===== src/rtl/tqvp_prism_loader.sv =====
// PRISM configuration loader: halts PRISM, replays queued (addr, data) writes
// with a minimum spacing, then re-enables it. Core writes always take the port.
module tqvp_prism_loader #(
    parameter int DEPTH = 4,
    parameter int GAP   = 3
) (
    input  logic        clk_i,
    input  logic        rst_ni,
    input  logic        cpu_wr_i,
    input  logic [5:0]  cpu_addr_i,
    input  logic [31:0] cpu_wdata_i,
    input  logic        ld_push_i,
    input  logic [5:0]  ld_addr_i,
    input  logic [31:0] ld_data_i,
    input  logic        ld_start_i,
    input  logic [31:0] run_ctrl_i,
    output logic        ld_full_o,
    output logic        busy_o,
    output logic        done_o,
    output logic        err_o,
    output logic        p_wr_o,
    output logic [5:0]  p_addr_o,
    output logic [31:0] p_wdata_o
);

    localparam int AW = $clog2(DEPTH);
    localparam int CW = AW + 1;
    localparam int GW = $clog2(GAP + 1);

    typedef enum logic [2:0] {
        S_IDLE,
        S_HALT,
        S_WAIT,
        S_POP,
        S_FINAL,
        S_DONE
    } state_e;

    state_e      state_q;
    logic [GW-1:0] gap_q, gap_d;
    logic        halted_q;
    logic        final_q;
    logic [31:0] run_ctrl_q;
    logic        err_q, err_d;
    logic [CW-1:0] count_q, count_d;
    logic [AW-1:0] rd_ptr_q, wr_ptr_q;
    logic [5:0]  mem_addr_q [DEPTH];
    logic [31:0] mem_data_q [DEPTH];

    logic        issue_state;
    logic        issue;
    logic        pop;
    logic        push_ok;
    logic        drop;
    logic        full;
    logic        start_ok;
    logic [5:0]  ld_addr_mux;
    logic [31:0] ld_data_mux;

    assign full        = (count_q == CW'(DEPTH));
    assign start_ok    = (state_q == S_IDLE) && ld_start_i;
    assign issue_state = (state_q == S_HALT) || (state_q == S_POP) || (state_q == S_FINAL);
    // An issue slot is only usable when the core is silent and the spacing has elapsed.
    assign issue       = issue_state && !cpu_wr_i && (gap_q == '0);
    assign pop         = (state_q == S_POP) && issue;
    assign push_ok     = ld_push_i && (!full || pop);
    assign drop        = ld_push_i && full && !pop;

    always_comb begin
        ld_addr_mux = 6'h00;
        ld_data_mux = 32'h0000_0000;
        case (state_q)
            S_POP: begin
                ld_addr_mux = mem_addr_q[rd_ptr_q];
                ld_data_mux = mem_data_q[rd_ptr_q];
            end
            S_FINAL: ld_data_mux = run_ctrl_q;
            default: ;
        endcase
    end

    always_comb begin
        p_wr_o    = cpu_wr_i | issue;
        p_addr_o  = cpu_wr_i ? cpu_addr_i  : (issue ? ld_addr_mux : 6'h00);
        p_wdata_o = cpu_wr_i ? cpu_wdata_i : (issue ? ld_data_mux : 32'h0000_0000);
    end

    always_comb begin
        gap_d = gap_q;
        if (p_wr_o) begin
            gap_d = GW'(GAP - 1);
        end else if (gap_q != '0) begin
            gap_d = gap_q - GW'(1);
        end
    end

    always_comb begin
        count_d = count_q;
        if (push_ok && !pop) begin
            count_d = count_q + CW'(1);
        end else if (!push_ok && pop) begin
            count_d = count_q - CW'(1);
        end
    end

    always_comb begin
        err_d = err_q;
        if (drop) begin
            err_d = 1'b1;
        end else if (start_ok) begin
            err_d = 1'b0;
        end
    end

    always_ff @(posedge clk_i) begin
        if (!rst_ni) begin
            count_q  <= '0;
            rd_ptr_q <= '0;
            wr_ptr_q <= '0;
            gap_q    <= '0;
            err_q    <= 1'b0;
        end else begin
            count_q <= count_d;
            gap_q   <= gap_d;
            err_q   <= err_d;
            if (push_ok) begin
                wr_ptr_q <= wr_ptr_q + AW'(1);
            end
            if (pop) begin
                rd_ptr_q <= rd_ptr_q + AW'(1);
            end
        end
    end

    // Storage has no reset; the read pointer only reaches slots that were written.
    always_ff @(posedge clk_i) begin
        if (push_ok) begin
            mem_addr_q[wr_ptr_q] <= ld_addr_i;
            mem_data_q[wr_ptr_q] <= ld_data_i;
        end
    end

    always_ff @(posedge clk_i) begin
        if (!rst_ni) begin
            state_q    <= S_IDLE;
            halted_q   <= 1'b0;
            final_q    <= 1'b0;
            run_ctrl_q <= 32'h0000_0000;
        end else begin
            case (state_q)
                S_IDLE: begin
                    if (ld_start_i) begin
                        run_ctrl_q <= run_ctrl_i;
                        halted_q   <= 1'b0;
                        final_q    <= 1'b0;
                        state_q    <= S_HALT;
                    end
                end
                S_HALT: begin
                    if (issue) begin
                        halted_q <= 1'b1;
                    end
                    state_q <= S_WAIT;
                end
                S_WAIT: begin
                    // Leave one cycle early so the next issue lands exactly GAP after the last write.
                    if (!p_wr_o && (gap_q <= GW'(1))) begin
                        if (!halted_q) begin
                            state_q <= S_HALT;
                        end else if (count_q != '0) begin
                            state_q <= S_POP;
                        end else if (!final_q) begin
                            state_q <= S_FINAL;
                        end else begin
                            state_q <= S_DONE;
                        end
                    end
                end
                S_POP: begin
                    state_q <= S_WAIT;
                end
                S_FINAL: begin
                    if (issue) begin
                        final_q <= 1'b1;
                    end
                    state_q <= S_WAIT;
                end
                S_DONE: begin
                    state_q <= S_IDLE;
                end
                default: begin
                    state_q <= S_IDLE;
                end
            endcase
        end
    end

    assign ld_full_o = full;
    assign busy_o    = (state_q != S_IDLE);
    assign done_o    = (state_q == S_DONE);
    assign err_o     = err_q;

endmodule


===== config.mk =====
export PLATFORM = sky130hd
export DESIGN_NAME = tqvp_prism_loader
export DESIGN_NICKNAME = d
export VERILOG_FILES = /design/src/rtl/tqvp_prism_loader.sv
export SDC_FILE = /design/constraint.sdc
export NUM_CORES = 1
export LEC_CHECK = 0
export ABC_AREA = 1
export CAP_MARGIN = 20
export CORE_AREA = 2 2 120 133
export DETAILED_ROUTE_END_ITERATION = 10
export DIE_AREA = 0 0 122 135
export PLACE_DENSITY = 0.84
export SYNTH_ARGS = -nofsm -noshare
export SYNTH_HDL_FRONTEND = slang
export SYNTH_SLANG_ARGS = --single-unit

===== constraint.sdc =====
create_clock -name clk_i -period 4.7 [get_ports clk_i]
set_input_delay 0.94 -clock clk_i [delete_from_list [all_inputs] [get_ports clk_i]]
set_output_delay 0.94 -clock clk_i [all_outputs]
set_load 0.05 [all_outputs]

==> flow_summary.ini, run 1 <==
[sta]
post-route-min-period_ps = 3970
slew_headroom = 0.357
rsz0062_at_grt = no
period_share = 0.845
fin_skew_ps = 14.0
finalSetupViolations = 0
fmax_mhz = 252
worst_slew_pin_slew_ps = 963
final_hold_viol_count = 0
slew_viol_final = 0
timing.hold.ws_ps = 460
fin_setup_tns_ps = 0
fin_ws_ps = 727

[yosys]
yosys.area.top_type = edfxtp_1
synth_nets = 909
ys_types = 31
synth_top_area_frac = 0.550
synth_warnings = 0
synth_cells = 790
ys_top_cells_by_area = edfxtp_1 55%, dfxtp_1 12%, nand2_1 7.3%
synth_fa_ha_area_frac = 0.00996
yosysSeqAreaShare = 0.669
synthesis.area_sq_um = 8290
ys_ff_latch = 201
synth.avg_cell_area_sq_um = 10.5
synth_simple_gate_area_share = 0.176
synthMuxAreaShare = 0
synthXorXnorAreaFrac = 0.00211
synth_top_family_by_area = simple AND/OR/NAND/NOR gates
synth_compound_area_frac = 0.102

[pwr]
ir_drop_mv = 0.376
clock_power_share = 0.385
switchingPower_uw = 1020
power_density_nw_per_um2 = 399
seqPwrFrac = 0.490
switching_share = 0.241
p_leak_uw = 0.00390
intPower_uw = 3220
p_comb_frac = 0.125

[floorplanning]
std_cell_rows = 47
fp.dieW_um = 122
start_util = 0.553
die_area_sq_um = 16500
core_sq_um = 15000
die_height_um = 135
ios = 156

[placement]
placedInstanceArea_sq_um = 9950
hpwlAfterDp_mm = 13.4
routabilityCongestion = 0.813
pre_cts_slack_ps = 749
io_buffers = 155

[drt]
routed-via-count = 6445
dr.pass1.iters = 5
drt_iter0_drc = 551
ant_nets = 0
routed_via_density = 5.62
drc_errors = 0
avgRoutedWirePerCell_um = 18.2
totalWireLength_mm = 20.8

[cts]
holdBufCountCts = 0
numCtsBuffers = 20
cts_tree = done
cts.sinks = 201
postCtsResizedCells = 0
cts_root_buf = clkbuf_16
clock_latency_ps = 490
htree_levels = 1
cts_buffer_depth = 3
clk_pin_slew_worst_paths_ps = 60
postCtsSetupBuffers = 0

[worst_setup_path]
startpoint = cpu_wr_i
end_kind = primary output
crit_required_ps = 3760
worstReg2RegStart = state_q[0]
worst-setup-path-type = in -> out
cp.arrival_ps = 3030
startpoint_type = input port
crit_fanout = 19
crit_path_cell_trace = buf_2, nor2_1, nand3_4, nor2_4, nand2_1, nand3_1, clkdlybuf4s50_1
cpPeakStageDelay_ps = 800
cp_slowest_cell = clkdlybuf4s50_1

[global_route]
grt_max_degree = 77
track_usage = 0.253
grt_overflow_total = 0
grt_pass1_vias = 6214
antenna_found_initial = 2
grt_first_pass_wirelength_mm = 32.0

[job]
drv_cap = 0

[layout]
final_area_sq_um = 10600
layout.nets = 1055
antenna_cells = 0
area_delta_synth_final_pct = 28.2
drive_gt1_frac = 0.100

[worst_hold_path]
hp-class = reg -> reg
min_from = run_ctrl_q[10]

[status]
status = finished clean
## path summary, 6_finish.rpt
| path | end | slack, ps | cells past startpoint |
|---|---|---|---|
| hold reg to reg | run_ctrl_q[10] | 460 | 2 |
| setup reg to reg | count_q[2] | 2260 | 13 |
| setup / recovery | p_wdata_o[7] | 730 | 7 |
| hold / removal | run_ctrl_q[10] | 460 | 2 |
## metrics by stage
stage	power, uW	util	instances
floorplan	2410	-	790
global placement	2630	0.664	1110
detailed placement	2640	0.664	1110
CTS	4260	0.709	1146
global route	4390	0.709	1146
finish	4240	0.709	1146
## final cells by class
class	instances	area, sq um
timing repair buffer	172	1620
sequential	201	5550
fill	1100	4360
clock buffer	25	541
tap	196	245
clock inverter	11	140
inverter	27	101
multi-input combinational	514	2440
## cells in the mapped netlist, drive strengths merged
master and instances:
ha 5, dfxtp 49, a211oi 1, buf 22, inv 27, o22ai 35
o21ai 78, xor2 2, or2 1, a31oi 1, fa 1, nor3 1
nor2 93, clkbuf 26, nand2 165, a21oi 43, nand4 2, nor4 1
edfxtp 152, nand3 84, o211ai 1
## flip-flops by register name, indices dropped and copies added (netlist names), 2 cells and up, named ones only
name,count
mem_addr_q,24
rd_ptr_q,2
run_ctrl_q,32
wr_ptr_q,2
count_q,3
state_q,3
mem_data_q,128
gap_q,2
## metal layers
metal,wire length [um],global-route usage,vias to the layer above,share of wire
met1,7960,0.312,3062,0.38
met3,1720,0.0532,43,0.083
met5,18,0,-,0.00086
li1,-,-,3062,-
met4,497,0.0843,2,0.024
met2,10700,0.445,276,0.51
## power groups by stage
stage                     Combinational [uW]  Clock, uW  Sequential, uW
final                                    531       1630            2080
after global routing                     575       1730            2090
after CTS                                533       1650            2080
after detailed placement                 528          0            2110
after global placement                   522          0            2110
after floorplan                          298          0            2110
## critical path, delay by kind of cell
family / cells / cell delay, ps
buffers and inverters: 2 / 1050
AND/OR/NAND/NOR: 5 / 1030
## cell families (layout without fill, tap and decap cells)
group	after synthesis	after routing
AOI/OAI and AO/OA	159	159
DFF	201	201
adders and majority gates	6	6
and+or+nand+nor	347	347
xor gates and xnor gates	2	2
buffers and inverters	75	235
## placed cells by master, fill, tap and decap left out, drive strengths merged
cell type,netlist,routed
a211oi,1,1
a21oi,43,43
a31oi,1,1
buf,22,45
bufinv,0,3
clkbuf,26,25
clkdlybuf4s50,0,127
clkinv,0,8
dfxtp,49,49
edfxtp,152,152
fa,1,1
ha,5,5
inv,27,27
nand2,165,165
nand3,84,84
nand4,2,2
nor2,93,93
nor3,1,1
nor4,1,1
o211ai,1,1
o21ai,78,78
o22ai,35,35
or2,1,1
xor2,2,2
Power figures use the tool's default switching activity.
==> run 2, diff against run 1 <==
Settings changed: CORE_AREA 2 2 120 133 to 2 2 130 145, DIE_AREA 0 0 122 135 to 0 0 132 147, PLACE_DENSITY 0.84 to 0.75.
Clock period 4.7 ns to 3.31 ns, I/O delays scaled along.
==> flow_summary.ini, run 2 (synthesized netlist as in run 1, its figures left out) <==
[status]
status = finished clean

[sta]
fmax_mhz = 331
finalSetupViolations = 0
fin_skew_ps = 8.51
fin_setup_tns_ps = 0
worst_slew_pin_slew_ps = 821
fin_ws_ps = 287
period_share = 0.913
slew_viol_final = 0
slew_headroom = 0.451
final_hold_viol_count = 0
post-route-min-period_ps = 3020
rsz0062_at_grt = no

[placement]
dp.cells = 1159
routabilityCongestion = 0.787
io_buffers = 155
pre_cts_slack_ps = 499
hpwlAfterDp_mm = 13.5

[layout]
final_cell_mix = 162 x nand2_1, 152 x edfxtp_1, 114 x clkdlybuf4s50_1, 86 x nor2_1, 83 x nand3_1
top_register = mem_data_q
fillers = 1461
reg.largest.list = mem_data_q x128, run_ctrl_q x32, mem_addr_q x24
area_delta_synth_final_pct = 30.3
mostFrequentLayoutCell = nand2_1
antenna_cells = 0
largest_reg_flops = 128
drive_gt1_frac = 0.119
multiInputGateArea_sq_um = 2440
regArea_sq_um = 5550
layout.nets = 1057
final_cells = 1195

[cts]
clk_pin_slew_worst_paths_ps = 60
postCtsResizedCells = 0
cts.sinks = 201
cts_buffer_depth = 3
postCtsSetupBuffers = 0
clock_latency_ps = 490
htree_levels = 1
numCtsBuffers = 20
cts_root_buf = clkbuf_16
cts_tree = done
holdBufCountCts = 0

[global_route]
grt_first_pass_wirelength_mm = 33.9
grt_max_degree = 43
grt_overflow_total = 0
track_usage = 0.223
grt_pass1_vias = 6496
antenna_found_initial = 1

[worst_setup_path]
startpoint_type = register
crit_fanout = 22
worst-setup-path-type = reg -> out
crit_required_ps = 2650
end_kind = primary output
cp.arrival_ps = 2360

[pwr]
ir_drop_mv = 0.341
p_leak_uw = 0.00396
p_total_uw = 6190
power_density_nw_per_um2 = 573

[floorplanning]
die_area_sq_um = 19400
core_sq_um = 18000
std_cell_rows = 52
fp.dieW_um = 132
ios = 156
start_util = 0.460
die_height_um = 147

[drt]
routed-via-count = 6388
drc_errors = 0
ant_nets = 0
routed_via_density = 5.35
totalWireLength_mm = 21.6
drt_iter0_drc = 537
dr.pass1.iters = 5
avgRoutedWirePerCell_um = 18.1

[worst_hold_path]
hp-class = reg -> reg

[job]
drv_cap = 0
## run 2: changes by cell type in the layout (fill, tap and decap cells not counted), moves of 3 or more
cell	before	now
clkdlybuf4s50_1	127	114
buf_12	1	8
buf_4	43	50
clkbuf_1	4	1
clkbuf_8	0	3
## run 2: critical path, cell delays in order, from the launching register on
cell and delay [ps]:
dfxtp_1 310, inv_1 400, buf_4 390, o21ai_0 170, o22ai_1 220, nand2_1 80
nand3_1 90, buf_4 200
## run 2: metal layers
metal | up-vias | wire [um] | GRT usage
li1 | 3070 | - | -
met1 | 2995 | 8610 | 0.274
met2 | 278 | 10500 | 0.389
met3 | 43 | 1880 | 0.0438
met4 | 2 | 546 | 0.0832
met5 | - | 13 | 0
## run 2: report_power, final
part / internal [uW] / switching [uW] / leakage [uW]
logic: 294 / 483 / 0.00181
registers: 2890 / 59.7 / 0.00179
clock network: 1530 / 929 / 0.000359
## run 2: final timing paths
path	cells past startpoint	to	slack [ps]	start
min reg2reg	2	run_ctrl_q[30]	460	run_ctrl_q[30]
max	7	p_wdata_o[30]	290	register
max reg2reg	13	count_q[2]	950	state_q[0]
min	2	run_ctrl_q[30]	460	run_ctrl_q[30]
## run 2: final cells by class
cell class / count / area share
inverter: 27 / 0.00938
timing repair buffer: 174 / 0.156
clock buffer: 25 / 0.0528
sequential: 201 / 0.513
clock inverter: 11 / 0.0145
tap: 243 / 0.0281
multi-input combinational: 514 / 0.226
## run 2: metrics by stage
stage	utilization	hold WS, ps	area, sq um
5_1_grt	0.599	481	10800
3_5_place_dp	0.559	454	10100
4_1_cts	0.599	463	10800
6_report	0.599	460	10800
2_1_floorplan	-	439	8290
3_3_place_gp	0.559	448	10100
==> patch: new RTL, settings of run 2 <==
Encoding of `state_e`: now Gray code (3 bits for 6 states).
--- a/src/rtl/tqvp_prism_loader.sv
+++ b/src/rtl/tqvp_prism_loader.sv
@@ -29,10 +29,10 @@
 
     typedef enum logic [2:0] {
-        S_IDLE,
-        S_HALT,
-        S_WAIT,
-        S_POP,
-        S_FINAL,
-        S_DONE
+        S_IDLE  = 3'b000,
+        S_HALT  = 3'b001,
+        S_WAIT  = 3'b011,
+        S_POP   = 3'b010,
+        S_FINAL = 3'b110,
+        S_DONE  = 3'b111
     } state_e;
 
Formal check against the unedited RTL: same outputs for any inputs over 4 cycles, from zero or initial values and one cycle with rst_ni low; so few cycles prove little.
==> patch against run 2 <==
- power shrank 1.8%
- sequential cell count stayed put
- cell area up 3.5%
- die area did not move
- synthesized area grew 1.9%
- wire length fell by 4.1%
- first-iteration DRC count rose by 4.8%
- cell count grew 4.9%
- worst setup slack got worse by 130 ps
- critical path type unchanged
- maximum frequency fell by 4.1%
- sequential share of layout area fell by 1.7 points
==> patch: results <==
{
  "globalplace.congestion": 0.786,
  "avgSynthCellArea_sq_um": 9.89,
  "via_per_inst": 5.21,
  "drt-total-wl_um": 20700,
  "synth.distinct_cells": 24,
  "track_usage_pct": 21.4,
  "r2r_slack_ps": 600,
  "critPathMaxFanout": 21,
  "power.leakage_nw": 4.24,
  "synth_nets": 973,
  "dp_hpwl_um": 12900,
  "outcome": "complete, no violations",
  "placed_cell_area_sq_um": 10600,
  "routedWlPerCell_um": 16.5,
  "yosys-top-cells-count": "nand2_1, edfxtp_1, nand3_1",
  "r2r_start": "state_q[1]$_SDFFE_PN0P_",
  "start_util_pct": 46.9,
  "p_switching_mw": 1.53,
  "skew_ps": 8.90,
  "place_ws_ps": 538,
  "vdd_drop_max_v": 0.000335,
  "nets": 1117,
  "first_iter_violations": 563,
  "crit_arrival_ps": 2490,
  "hold_slack_ps": 449,
  "grt_pass1_wl_um": 33200,
  "post-route-period-util_pct": 95.3,
  "cpPeakStageDelay_ps": 430,
  "seq_area_frac_synth_pct": 65.6,
  "dp_cells": 1219,
  "grt_pass1_vias": 6657,
  "synthTopCellsByArea": "edfxtp_1, dfxtp_1, nand2_1, nand3_1, o21ai_0",
  "holdCritStartpoint": "run_ctrl_q[3]$_SDFFE_PN0P_"
}
patch: layout make-up:
class,count,area [sq um]
well taps,243,304
clock inverters,10,75.1
clock buffers,25,551
flip-flops and latches,201,5550
fillers,1438,6840
repair buffers,171,2000
inverters,60,225
multi-input cells,544,2480
patch: worst max path at each step:
stage	startpoint	to	cells after the start
global route	state_q[1]$_SDFFE_PN0P_	p_wdata_o[30]	8
CTS	state_q[1]$_SDFFE_PN0P_	p_wdata_o[31]	8
floorplan	cpu_wr_i	mem_addr_q[0][0]$_DFFE_PP_	5
detailed placement	cpu_wr_i	p_wdata_o[1]	7
finish	state_q[1]$_SDFFE_PN0P_	p_wdata_o[31]	8
global placement	cpu_wr_i	p_wdata_o[1]	7
patch: routing by layer:
metal | wire length, um | GRT usage (%) | vias to the layer above
met5 | 0 | 0 | -
met4 | 377 | 7.23 | 0
met3 | 1280 | 3.83 | 28
met2 | 10800 | 38.2 | 214
met1 | 8260 | 26.3 | 3130
li1 | - | - | 3162
patch: critical path, delay by kind of cell, from the launching register on:
kind	cells	cell delay, ps
AO/OA/AOI/OAI	1	130
buffers and inverters	2	540
flip-flops	1	430
AND/OR/NAND/NOR	5	880
patch: power groups by stage:
stage	Combinational, mW	Sequential [mW]	Clock, mW
3_3_place_gp	0.921	3.02	0
5_1_grt	1.03	2.99	2.30
3_5_place_dp	0.940	3.02	0
2_1_floorplan	0.502	3.02	0
4_1_cts	0.948	2.97	2.18
6_report	0.943	2.97	2.17
patch: kinds of logic after synthesis:
group	share of synthesized area [%]
adder cells (fa/ha/maj)	0.978
flip-flops	65.6
buffers and inverters	5.39
AO/OA/AOI/OAI	7.88
XOR/XNOR	0.104
AND/OR/NAND/NOR	20.0
